==> config.mk <==
export PLATFORM = sky130hd
export DESIGN_NAME = display_source_scheduler_flat
export DESIGN_NICKNAME = d
export VERILOG_FILES = /design/src/rtl/display_source_scheduler_if.sv /design/src/rtl/display_source_scheduler.sv /design/src/flat_wrapper.sv
export SDC_FILE = /design/constraint.sdc
export NUM_CORES = 1
export LEC_CHECK = 0
export BUFFER_PORTS_ARGS = -buffer_cell sky130_fd_sc_hd__buf_2
export CAP_MARGIN = 30
export CORE_MARGIN = 10
export CORE_UTILIZATION = 58
export DETAILED_ROUTE_END_ITERATION = 16
export PLACE_DENSITY = 0.81
export SYNTH_ARGS = -nofsm -noshare
export SYNTH_HDL_FRONTEND = slang
export SYNTH_SLANG_ARGS = --single-unit
export TNS_END_PERCENT = 10
==> constraint.sdc <==
create_clock -name clk -period 5.3 [get_ports clk]
set_input_delay 1.325 -clock clk [delete_from_list [all_inputs] [get_ports clk]]
set_output_delay 1.325 -clock clk [all_outputs]
set_load 0.005 [all_outputs]
==> src/rtl/display_source_scheduler_if.sv <==
// Signal bundle between the ADC sources, the operator controls and the display-side
// outputs of display_source_scheduler.
interface display_source_scheduler_if #(
    parameter int NUM_SRC = 4
);
    logic [16*NUM_SRC-1:0] src_data;
    logic [NUM_SRC-1:0]    src_valid;
    logic [NUM_SRC-1:0]    src_dec;
    logic [1:0]            manual_sel;
    logic                  auto_mode;
    logic                  freeze;
    logic [15:0]           value;
    logic                  bin_bcd_select;
    logic [1:0]            active_src;
    logic                  overrange;
    logic                  update_strobe;

    modport master (
        output src_data, src_valid, src_dec, manual_sel, auto_mode, freeze,
        input  value, bin_bcd_select, active_src, overrange, update_strobe
    );

    modport slave (
        input  src_data, src_valid, src_dec, manual_sel, auto_mode, freeze,
        output value, bin_bcd_select, active_src, overrange, update_strobe
    );
endinterface

==> src/rtl/display_source_scheduler.sv <==
// Captures the latest sample of each ADC source and refreshes the seven-segment display
// value at a rate-limited tick, choosing the source manually or round-robin.
module display_source_scheduler #(
    parameter int NUM_SRC       = 4,
    parameter int UPDATE_DIV    = 25000000,
    parameter int DWELL_UPDATES = 8,
    parameter int DEC_MAX       = 9999
) (
    input logic                       clk,
    input logic                       reset,
    display_source_scheduler_if.slave bus
);
    localparam int CNT_W = $clog2(UPDATE_DIV);
    localparam int DW_W  = (DWELL_UPDATES > 1) ? $clog2(DWELL_UPDATES) : 1;

    typedef enum logic [1:0] {WAIT_DATA, SHOW, FROZEN} state_t;

    state_t             state;
    logic [15:0]        cap [NUM_SRC];
    logic [NUM_SRC-1:0] seen;
    logic [CNT_W-1:0]   cnt;
    logic [DW_W-1:0]    dwell;
    logic [1:0]         manual_sel_q;
    logic               auto_q;

    logic [15:0] value_r;
    logic        bcd_r, ovr_r, strobe_r;
    logic [1:0]  active_src_r;

    logic        tick, sel_valid, auto_rise;
    logic [3:0]  seen4, eff_seen4;
    logic        any_seen, upd, cnt_clr, rotate;
    logic [1:0]  first_seen, next_seen, upd_sel, cand;
    logic [15:0] upd_data;
    logic        upd_dec, upd_clamp;

    assign tick      = (cnt == CNT_W'(UPDATE_DIV - 1));
    assign sel_valid = (int'(bus.manual_sel) < NUM_SRC);
    assign auto_rise = bus.auto_mode && !auto_q;
    assign seen4     = 4'(seen);
    // While waiting for first data a same-cycle strobe counts, so the first sample shows after one clock.
    assign eff_seen4 = 4'(seen | bus.src_valid);
    assign upd_clamp = upd_dec && (upd_data > 16'(DEC_MAX));

    always_comb begin
        // NOTE: every signal written here gets a default first, so no path can infer a latch.
        upd        = 1'b0;
        cnt_clr    = 1'b0;
        rotate     = 1'b0;
        upd_sel    = active_src_r;
        any_seen   = |eff_seen4;
        first_seen = '0;
        next_seen  = active_src_r;
        cand       = '0;
        upd_data   = '0;
        upd_dec    = 1'b0;

        for (int i = NUM_SRC - 1; i >= 0; i--)
            if (eff_seen4[i]) first_seen = 2'(i);
        // Descending offset so the nearest seen successor wins.
        for (int k = NUM_SRC - 1; k >= 1; k--) begin
            cand = 2'((int'(active_src_r) + k) % NUM_SRC);
            if (seen4[cand]) next_seen = cand;
        end

        case (state)
            WAIT_DATA: begin
                if (bus.auto_mode) begin
                    if (any_seen) begin
                        upd = 1'b1; upd_sel = first_seen; cnt_clr = 1'b1;
                    end
                end else if (sel_valid && eff_seen4[bus.manual_sel]) begin
                    upd = 1'b1; upd_sel = bus.manual_sel; cnt_clr = 1'b1;
                end
            end
            SHOW: begin
                if (!bus.freeze) begin
                    if (!bus.auto_mode) begin
                        if (sel_valid && bus.manual_sel != manual_sel_q) begin
                            upd = 1'b1; upd_sel = bus.manual_sel; cnt_clr = 1'b1;
                        end else if (sel_valid && tick) begin
                            upd = 1'b1; upd_sel = bus.manual_sel;
                        end
                    end else if (tick) begin
                        upd = 1'b1;
                        if (!auto_rise && dwell == DW_W'(DWELL_UPDATES - 1)) begin
                            rotate = 1'b1; upd_sel = next_seen;
                        end
                    end
                end
            end
            default: ;
        endcase

        for (int i = 0; i < NUM_SRC; i++) begin
            if (2'(i) == upd_sel) begin
                upd_data = (state == WAIT_DATA && bus.src_valid[i]) ? bus.src_data[16*i +: 16] : cap[i];
                upd_dec  = bus.src_dec[i];
            end
        end
    end

    always_ff @(posedge clk or posedge reset) begin
        if (reset) begin
            state        <= WAIT_DATA;
            seen         <= '0;
            cnt          <= '0;
            dwell        <= '0;
            manual_sel_q <= '0;
            auto_q       <= 1'b0;
            value_r      <= '0;
            bcd_r        <= 1'b0;
            ovr_r        <= 1'b0;
            strobe_r     <= 1'b0;
            active_src_r <= '0;
            // NOTE: capture registers are reset too, so a never-seen source displays 0, not stale data.
            for (int i = 0; i < NUM_SRC; i++) cap[i] <= '0;
        end else begin
            // NOTE: non-blocking throughout, so every decision uses the pre-edge register values.
            manual_sel_q <= bus.manual_sel;
            auto_q       <= bus.auto_mode;
            for (int i = 0; i < NUM_SRC; i++) begin
                if (bus.src_valid[i]) begin
                    cap[i]  <= bus.src_data[16*i +: 16];
                    seen[i] <= 1'b1;
                end
            end

            cnt      <= (cnt_clr || tick) ? '0 : cnt + CNT_W'(1);
            strobe_r <= upd;
            if (upd) begin
                value_r      <= upd_clamp ? 16'(DEC_MAX) : upd_data;
                ovr_r        <= upd_clamp;
                bcd_r        <= upd_dec;
                active_src_r <= upd_sel;
            end

            case (state)
                WAIT_DATA: if (upd) state <= SHOW;
                SHOW: begin
                    if (bus.freeze) state <= FROZEN;
                    if (auto_rise || rotate)
                        dwell <= '0;
                    else if (bus.auto_mode && tick && !bus.freeze)
                        dwell <= dwell + DW_W'(1);
                end
                FROZEN: if (!bus.freeze) state <= SHOW;
                default: state <= WAIT_DATA;
            endcase
        end
    end

    assign bus.value          = value_r;
    assign bus.bin_bcd_select = bcd_r;
    assign bus.active_src     = active_src_r;
    assign bus.overrange      = ovr_r;
    assign bus.update_strobe  = strobe_r;
endmodule

==> src/flat_wrapper.sv <==
// flat-port wrapper written by rule: the top's interface ports become plain ports
module display_source_scheduler_flat 
#(
    parameter int NUM_SRC       = 4,
    parameter int UPDATE_DIV    = 25000000,
    parameter int DWELL_UPDATES = 8,
    parameter int DEC_MAX       = 9999
)
  (clk, reset, bus_src_data, bus_src_valid, bus_src_dec, bus_manual_sel, bus_auto_mode, bus_freeze, bus_value, bus_bin_bcd_select, bus_active_src, bus_overrange, bus_update_strobe);
  display_source_scheduler_if #(.NUM_SRC(NUM_SRC)) bus_i ();
  input logic clk;
  input logic reset;
  input wire logic [$bits(bus_i.src_data)-1:0] bus_src_data;
  input wire logic [$bits(bus_i.src_valid)-1:0] bus_src_valid;
  input wire logic [$bits(bus_i.src_dec)-1:0] bus_src_dec;
  input wire logic [$bits(bus_i.manual_sel)-1:0] bus_manual_sel;
  input wire logic [$bits(bus_i.auto_mode)-1:0] bus_auto_mode;
  input wire logic [$bits(bus_i.freeze)-1:0] bus_freeze;
  output wire logic [$bits(bus_i.value)-1:0] bus_value;
  output wire logic [$bits(bus_i.bin_bcd_select)-1:0] bus_bin_bcd_select;
  output wire logic [$bits(bus_i.active_src)-1:0] bus_active_src;
  output wire logic [$bits(bus_i.overrange)-1:0] bus_overrange;
  output wire logic [$bits(bus_i.update_strobe)-1:0] bus_update_strobe;
  assign bus_i.src_data = bus_src_data;
  assign bus_i.src_valid = bus_src_valid;
  assign bus_i.src_dec = bus_src_dec;
  assign bus_i.manual_sel = bus_manual_sel;
  assign bus_i.auto_mode = bus_auto_mode;
  assign bus_i.freeze = bus_freeze;
  assign bus_value = bus_i.value;
  assign bus_bin_bcd_select = bus_i.bin_bcd_select;
  assign bus_active_src = bus_i.active_src;
  assign bus_overrange = bus_i.overrange;
  assign bus_update_strobe = bus_i.update_strobe;
  display_source_scheduler #(.NUM_SRC(NUM_SRC), .UPDATE_DIV(UPDATE_DIV), .DWELL_UPDATES(DWELL_UPDATES), .DEC_MAX(DEC_MAX)) u_core (.clk(clk), .reset(reset), .bus(bus_i));
endmodule
Word-level counts from Yosys, hierarchy flattened. Index checks and enable logic that the tools add are counted. Widths: inputs -> output; s select.

Logic and storage cells: 122. Bits in registers: 122.

$add $sub $neg: 5. Magnitude comparators: 5. Eq/ne operators: 11. Bitwise operators: 1. Reduce and logical (&&, ||, !) cells: 20. Muxes and demuxes: 62.

Operators by type and width (number): $mux 16 (9); $mux 2 (19); $add 25x1->25 const B (1); $eq 25x25->1 const B (1); $mux 25 (1); $mux 1 (23); $gt 16x14->1 const B (1); $lt 2x3->1 const B (4); $logic_and 1x1->1 (9); $bmux 1 s2 (4); $mux 3 (2); $pmux 2 s3 (1); $add 2x2->2 const B (2); $eq 2x2->1 const A (2); $logic_not 2->1 (2); $ne 2x2->1 const B (2); $or 4x4->4 (1); $pmux 1 s2 (2); $pmux 2 s2 (1); $reduce_or 4->1 (1); $add 3x1->3 const B (1); $eq 3x3->1 const B (1); $logic_not 1->1 (3); $reduce_and 3->1 (1); 9 further kinds (10).

Longest topological paths before layout.
Depth in word-level cells: 19. Depth in mapped cells: 16. Mapped depth without buffers: 12.

Least setup slack after synthesis. Ideal clock, no wire load.

Path type: input to register. Start point: in bus_src_valid[1]. End point: reg u_core.ovr_r, in the netlist u_core.bus.overrange. Buffers on the path: 3. Arrival: 3887 ps. Required time: 5180 ps. Cell stages on the path: 14. Slack: 1293 ps. Cell sequence: buf_2 -> or2_2 -> a21oi_1 -> o32ai_1 -> a311o_1 -> or2_0 -> buf_1 -> nor2_8 -> inv_4 -> mux2_1 -> o311ai_2 -> a21oi_2 -> buf_6 -> a31o_1.

Longest elaborated chain between the ends: 13.

RTL lines: from (decl) (line flat_wrapper.sv:14) `input wire logic [$bits(bus_i.src_valid)-1:0] bus_src_valid;`; $or 4x4->4 (line display_source_scheduler.sv:42) `assign eff_seen4 = 4'(seen | bus.src_valid);`; $bmux 1 s2 / $mux 2 (equally long branches) (line display_source_scheduler.sv:72, display_source_scheduler.sv:59); $mux 1 (not written as such) / $mux 2 (equally long branches) (line display_source_scheduler.sv:72, display_source_scheduler.sv:59); $mux 2 (on tied branches) (line display_source_scheduler.sv:72, display_source_scheduler.sv:69); $mux 2 (line display_source_scheduler.sv:68) `if (bus.auto_mode) begin`; $pmux 2 s2 (line display_source_scheduler.sv:66) `case (state)`; $logic_not 2->1 (line display_source_scheduler.sv:96) `if (2'(i) == upd_sel) begin`; $mux 16 (4 in a row) (line display_source_scheduler.sv:96); $gt 16x14->1 (line display_source_scheduler.sv:43) `assign upd_clamp = upd_dec && (upd_data > 16'(DEC_MAX));`; $logic_and 1x1->1 (line display_source_scheduler.sv:43); to (signal assigned) (line display_source_scheduler.sv:133) `ovr_r <= upd_clamp;`; to (decl) (line display_source_scheduler.sv:27) `logic bcd_r, ovr_r, strobe_r;`.

Several ways; a longest one is shown, not always the timed one. The select of a mux whose other input is x is not followed. A chain may end at the register's enable or synchronous reset.

Worst setup path after layout.
Start point: in bus_auto_mode. End point: reg u_core.value_r[8], in the netlist u_core.bus.value[8].

Longest elaborated chain between the ends: 16.

RTL lines: from (decl) (line flat_wrapper.sv:17) `input wire logic [$bits(bus_i.auto_mode)-1:0] bus_auto_mode;`; $logic_and 1x1->1 (line display_source_scheduler.sv:39) `assign auto_rise = bus.auto_mode && !auto_q;`; $logic_not 1->1 (line display_source_scheduler.sv:86) `if (!auto_rise && dwell == DW_W'(DWELL_UPDATES - 1)) begin`; $logic_and 1x1->1 (line display_source_scheduler.sv:86); $mux 2 (line display_source_scheduler.sv:86); $mux 2 (line display_source_scheduler.sv:84) `end else if (tick) begin`; $mux 2 (line display_source_scheduler.sv:78) `if (!bus.auto_mode) begin`; $mux 2 (line display_source_scheduler.sv:77) `if (!bus.freeze) begin`; $pmux 2 s2 (line display_source_scheduler.sv:66); $logic_not 2->1 (line display_source_scheduler.sv:96); $mux 16 (4 in a row) (line display_source_scheduler.sv:96); $gt 16x14->1 (line display_source_scheduler.sv:43); $logic_and 1x1->1 (line display_source_scheduler.sv:43); $mux 16 (line display_source_scheduler.sv:132) `value_r <= upd_clamp ? 16'(DEC_MAX) : upd_data;`; to (signal assigned) (line display_source_scheduler.sv:132); to (decl) (line display_source_scheduler.sv:26) `logic [15:0] value_r;`.

Several ways; a longest one is shown, not always the timed one.

==> impl_summary.log <==
INFO  metric status = finished, final reports clean
INFO  metric power.ir.vdd_worst = 368 uV
INFO  metric yosys-mux-area-fraction = 0.238
INFO  metric cp_endpoint_kind = flop
INFO  metric worstHoldPathCells = 1
INFO  metric grt_max_degree = 74
INFO  metric wire_length_of_the_first_global_routing_pass = 28.5 mm
INFO  metric path_class = input port to flop
INFO  metric synth_area_leaders = dfrtp_1 45%, mux2_2 14%, mux2i_1 10%
INFO  metric overflow = 0
INFO  metric antenna_found_initial = 0
INFO  metric regToRegStartpoint = u_core.cnt[0]
INFO  metric first_iter_violations = 380
INFO  metric worst_hold_path.endpoint = u_core.cnt[0]
INFO  metric seqPwrFrac = 0.308
INFO  metric post_synth_fa_ha_maj_area_fraction = 0.00549
INFO  metric final_period_minus_worst_setup_slack = 4470 ps
INFO  metric port-buffer-count = 98
INFO  metric synth-xor-area-share = 0.0282
INFO  metric synth.yosys.seq_area_share = 0.446
INFO  metric netlist_top_cells_count = 122 x dfrtp_1, 82 x mux2_2, 68 x mux2i_1
INFO  metric grt_setup_unrepaired = false
INFO  metric critical_path_arrival = 4810 ps
INFO  metric syn2layout_area_growth = 18.2%
INFO  metric fillerInstances = 820
INFO  metric maxCapViolations = 0
INFO  metric cp.required = 5650 ps
INFO  metric synthesis.yosys.warnings = 0
INFO  metric top_cell_type_s_share_of_synthesized_area = 0.446
INFO  metric clock_latency = 420 ps
INFO  metric syn_inst_count = 638
INFO  metric post_dp_cell_area = 7420 um^2
INFO  metric final_antenna_net_count = 0
INFO  metric number_of_core_rows = 39
INFO  metric power-per-cell-area = 485 nW/um^2
INFO  metric post_synth_num_cell_types = 70
INFO  metric number_of_global_route_vias_before_repair = 5394
INFO  metric postSynth.asyncResetShare = 1.00
INFO  metric final.setup_skew = 9.85 ps
INFO  metric stdcell_area = 8080 um^2
INFO  metric cts_resized = 0
INFO  metric fp.dieArea = 16500 um^2
INFO  metric cts-buffers-inserted = 17
INFO  metric tritoncts = built
INFO  metric finalCritPeriodShare = 0.843
INFO  metric ctsHoldBuffers = 0
INFO  metric rr_worst_depth = 12
INFO  metric timing_hold_violations_final = 0
INFO  metric first_pass_iters = 5
INFO  metric grt_use_met1 = 0.289
INFO  metric worstPathMaxFanout = 26
INFO  metric final_net_count = 809
INFO  metric syn-cell-area = 6840 um^2
INFO  metric globalRoute.busiestLayer = met2
INFO  metric grt.met2_usage = 0.325
INFO  metric area_fraction_in_and_or_nand_and_nor_cells_after_synthesis = 0.158
INFO  metric ctsLongestPathBuffers = 2
INFO  metric final_wl = 17.9 mm
INFO  metric drc = 0
INFO  metric grt_util_all_layers = 0.217
INFO  metric vias = 5318
INFO  metric slew_headroom = 0.338
INFO  metric synth_enable_flop_cells = 0
INFO  metric tightestPinTransition = 993 ps
INFO  metric diodes = 0
INFO  metric power.combinational.fraction = 0.379
INFO  metric total_of_endpoints_with_negative_setup_slack_in_the_final_report = 0
INFO  metric timing_max_transition_violations_final = 0
INFO  metric synth_top_area_cell = dfrtp_1
INFO  metric place_congestion = 0.916
INFO  metric switching_share = 0.358
INFO  metric timing.hold.worst.class = flop to flop
INFO  metric yosysMostFrequentCell = dfrtp_1
INFO  metric ys_ff_latch = 122
INFO  metric p_int = 2.51 mW
INFO  metric clk_network_pwr_share = 0.313
INFO  metric grt_util_met3 = 0.0735
INFO  metric setup.reg_to_reg.worst_slack = 1000 ps
INFO  metric power_spent_charging_and_discharging_nets = 1.40 mW
INFO  metric crit_path_start_kind = input port
INFO  metric clk_pin_slew_worst_paths = 60 ps
INFO  metric synth_top_family_by_area = multiplexers
INFO  metric synth_compound_area_frac = 0.0942
INFO  metric htree_levels = 4
INFO  metric synth_fp_nets = 719
INFO  metric vias_per_cell = 6.02
INFO  metric dieHeight = 129 um
INFO  metric post_cts_buffers = 0
INFO  metric tns = 0 ps
INFO  metric route.detailed.wl_per_inst = 20.3 um
INFO  metric die_w = 129 um
INFO  metric hold_path_startpoint = u_core.cnt[0]
INFO  metric avgSynthCellArea = 10.7 um^2
INFO  metric pin_count = 99
INFO  metric timing.rr.end = u_core.bus.value[8]
INFO  metric most_used_dff_post_synth = dfrtp_1
INFO  metric drive_above_1_share = 0.327
INFO  metric core = 11500 um^2
INFO  metric ctsRootBufferMaster = clkbuf_16
INFO  metric initial_utilization = 0.596
INFO  metric max_freq = 224 MHz
INFO  metric sinks_on_clock_net = 122
INFO  metric dp.final_hpwl = 13.2 mm
INFO  metric p_leak = 3.45 nW
registers in the layout (all words and copies together) (netlist names):
signal                     flops
u_core.cap                    64
u_core.cnt                    25
u_core.bus.value              16
u_core.seen                    4
u_core.dwell                   3
u_core.bus.active_src          2
u_core.manual_sel_q            2
u_core.state                   2
u_core.auto_q                  1
u_core.bus.bin_bcd_select      1
u_core.bus.overrange           1
u_core.bus.update_strobe       1
power by group through the flow:
stage	Combinational, mW	Clock, mW	Sequential (mW)
floorplan	1.08	0	1.18
global placement	1.38	0	1.21
detailed placement	1.44	0	1.21
CTS	1.46	1.23	1.20
global route	1.60	1.29	1.22
finish	1.49	1.23	1.20
kinds of logic after synthesis:
kind of cell,Yosys count
AND/OR/NAND/NOR,210
multiplexers,152
flip-flops,122
AO/OA/AOI/OAI,84
buffers and inverters,45
XOR/XNOR,22
adder cells (fa/ha/maj),3
cell type report:
type                            count  area (um^2)  share of cell area
Sequential cell                   122         3050               0.378
Inverter                            9         38.8             0.00480
Multi-Input combinational cell    471         3600               0.445
Clock buffer                       23          498              0.0616
Clock inverter                      9          136              0.0169
Tap cell                          143          179              0.0221
Timing Repair Buffer              107          578              0.0716
metrics by stage:
step | setup WS, ps | util | power (mW) | cells | hold WS (ps)
3_5_place_dp | 461 | 0.647 | 2.66 | 851 | 485
6_report | 832 | 0.705 | 3.92 | 884 | 490
5_1_grt | 631 | 0.705 | 4.11 | 884 | 504
4_1_cts | 895 | 0.702 | 3.89 | 883 | 492
2_1_floorplan | 732 | - | 2.27 | 638 | 447
3_3_place_gp | 633 | 0.647 | 2.59 | 851 | 460
metal layers:
layer  wire length [um]  up-vias
li1                   -     2491
met1               7900     2595
met2               8330      206
met3               1390       26
met4                323        0
met5                  0        -
worst max-delay path by stage:
stage / startpoint / end / slack, ps
finish: bus_auto_mode / u_core.bus.value[8] / 830
global route: bus_auto_mode / u_core.bus.value[2] / 630
global placement: bus_src_valid[1] / u_core.bus.value[0] / 630
detailed placement: bus_auto_mode / u_core.bus.value[2] / 460
CTS: bus_auto_mode / u_core.bus.value[8] / 890
floorplan: reset / u_core.auto_q / 730
cells in the final DEF (no fill, tap or decap), types with 5 or more instances in the layout:
master,Yosys,final
buf_4,1,8
xor2_1,15,15
o211ai_1,15,15
and2_1,10,10
or3_1,6,6
mux2i_1,68,68
mux2_2,82,82
clkbuf_16,0,17
a31oi_1,6,6
clkbuf_8,0,5
nand4_1,9,9
xnor2_1,7,7
buf_2,8,98
nand3_1,22,22
and3_1,5,5
o21ai_0,17,17
nand2_1,53,53
nor2_1,56,56
nor3_1,9,9
a311oi_2,6,6
nand2b_1,8,8
dfrtp_1,122,122
inv_1,8,7
a21oi_1,11,11
critical path, stage by stage:
cell,delay [ps]
buf_2,180
nand2b_1,140
nand3_1,80
or4_4,450
mux2i_1,180
o41ai_4,610
buf_4,420
mux2i_1,130
mux2i_1,320
o311ai_2,170
a21oi_2,600
nand2b_1,200
No activity file was read; power rests on OpenSTA's default activity.
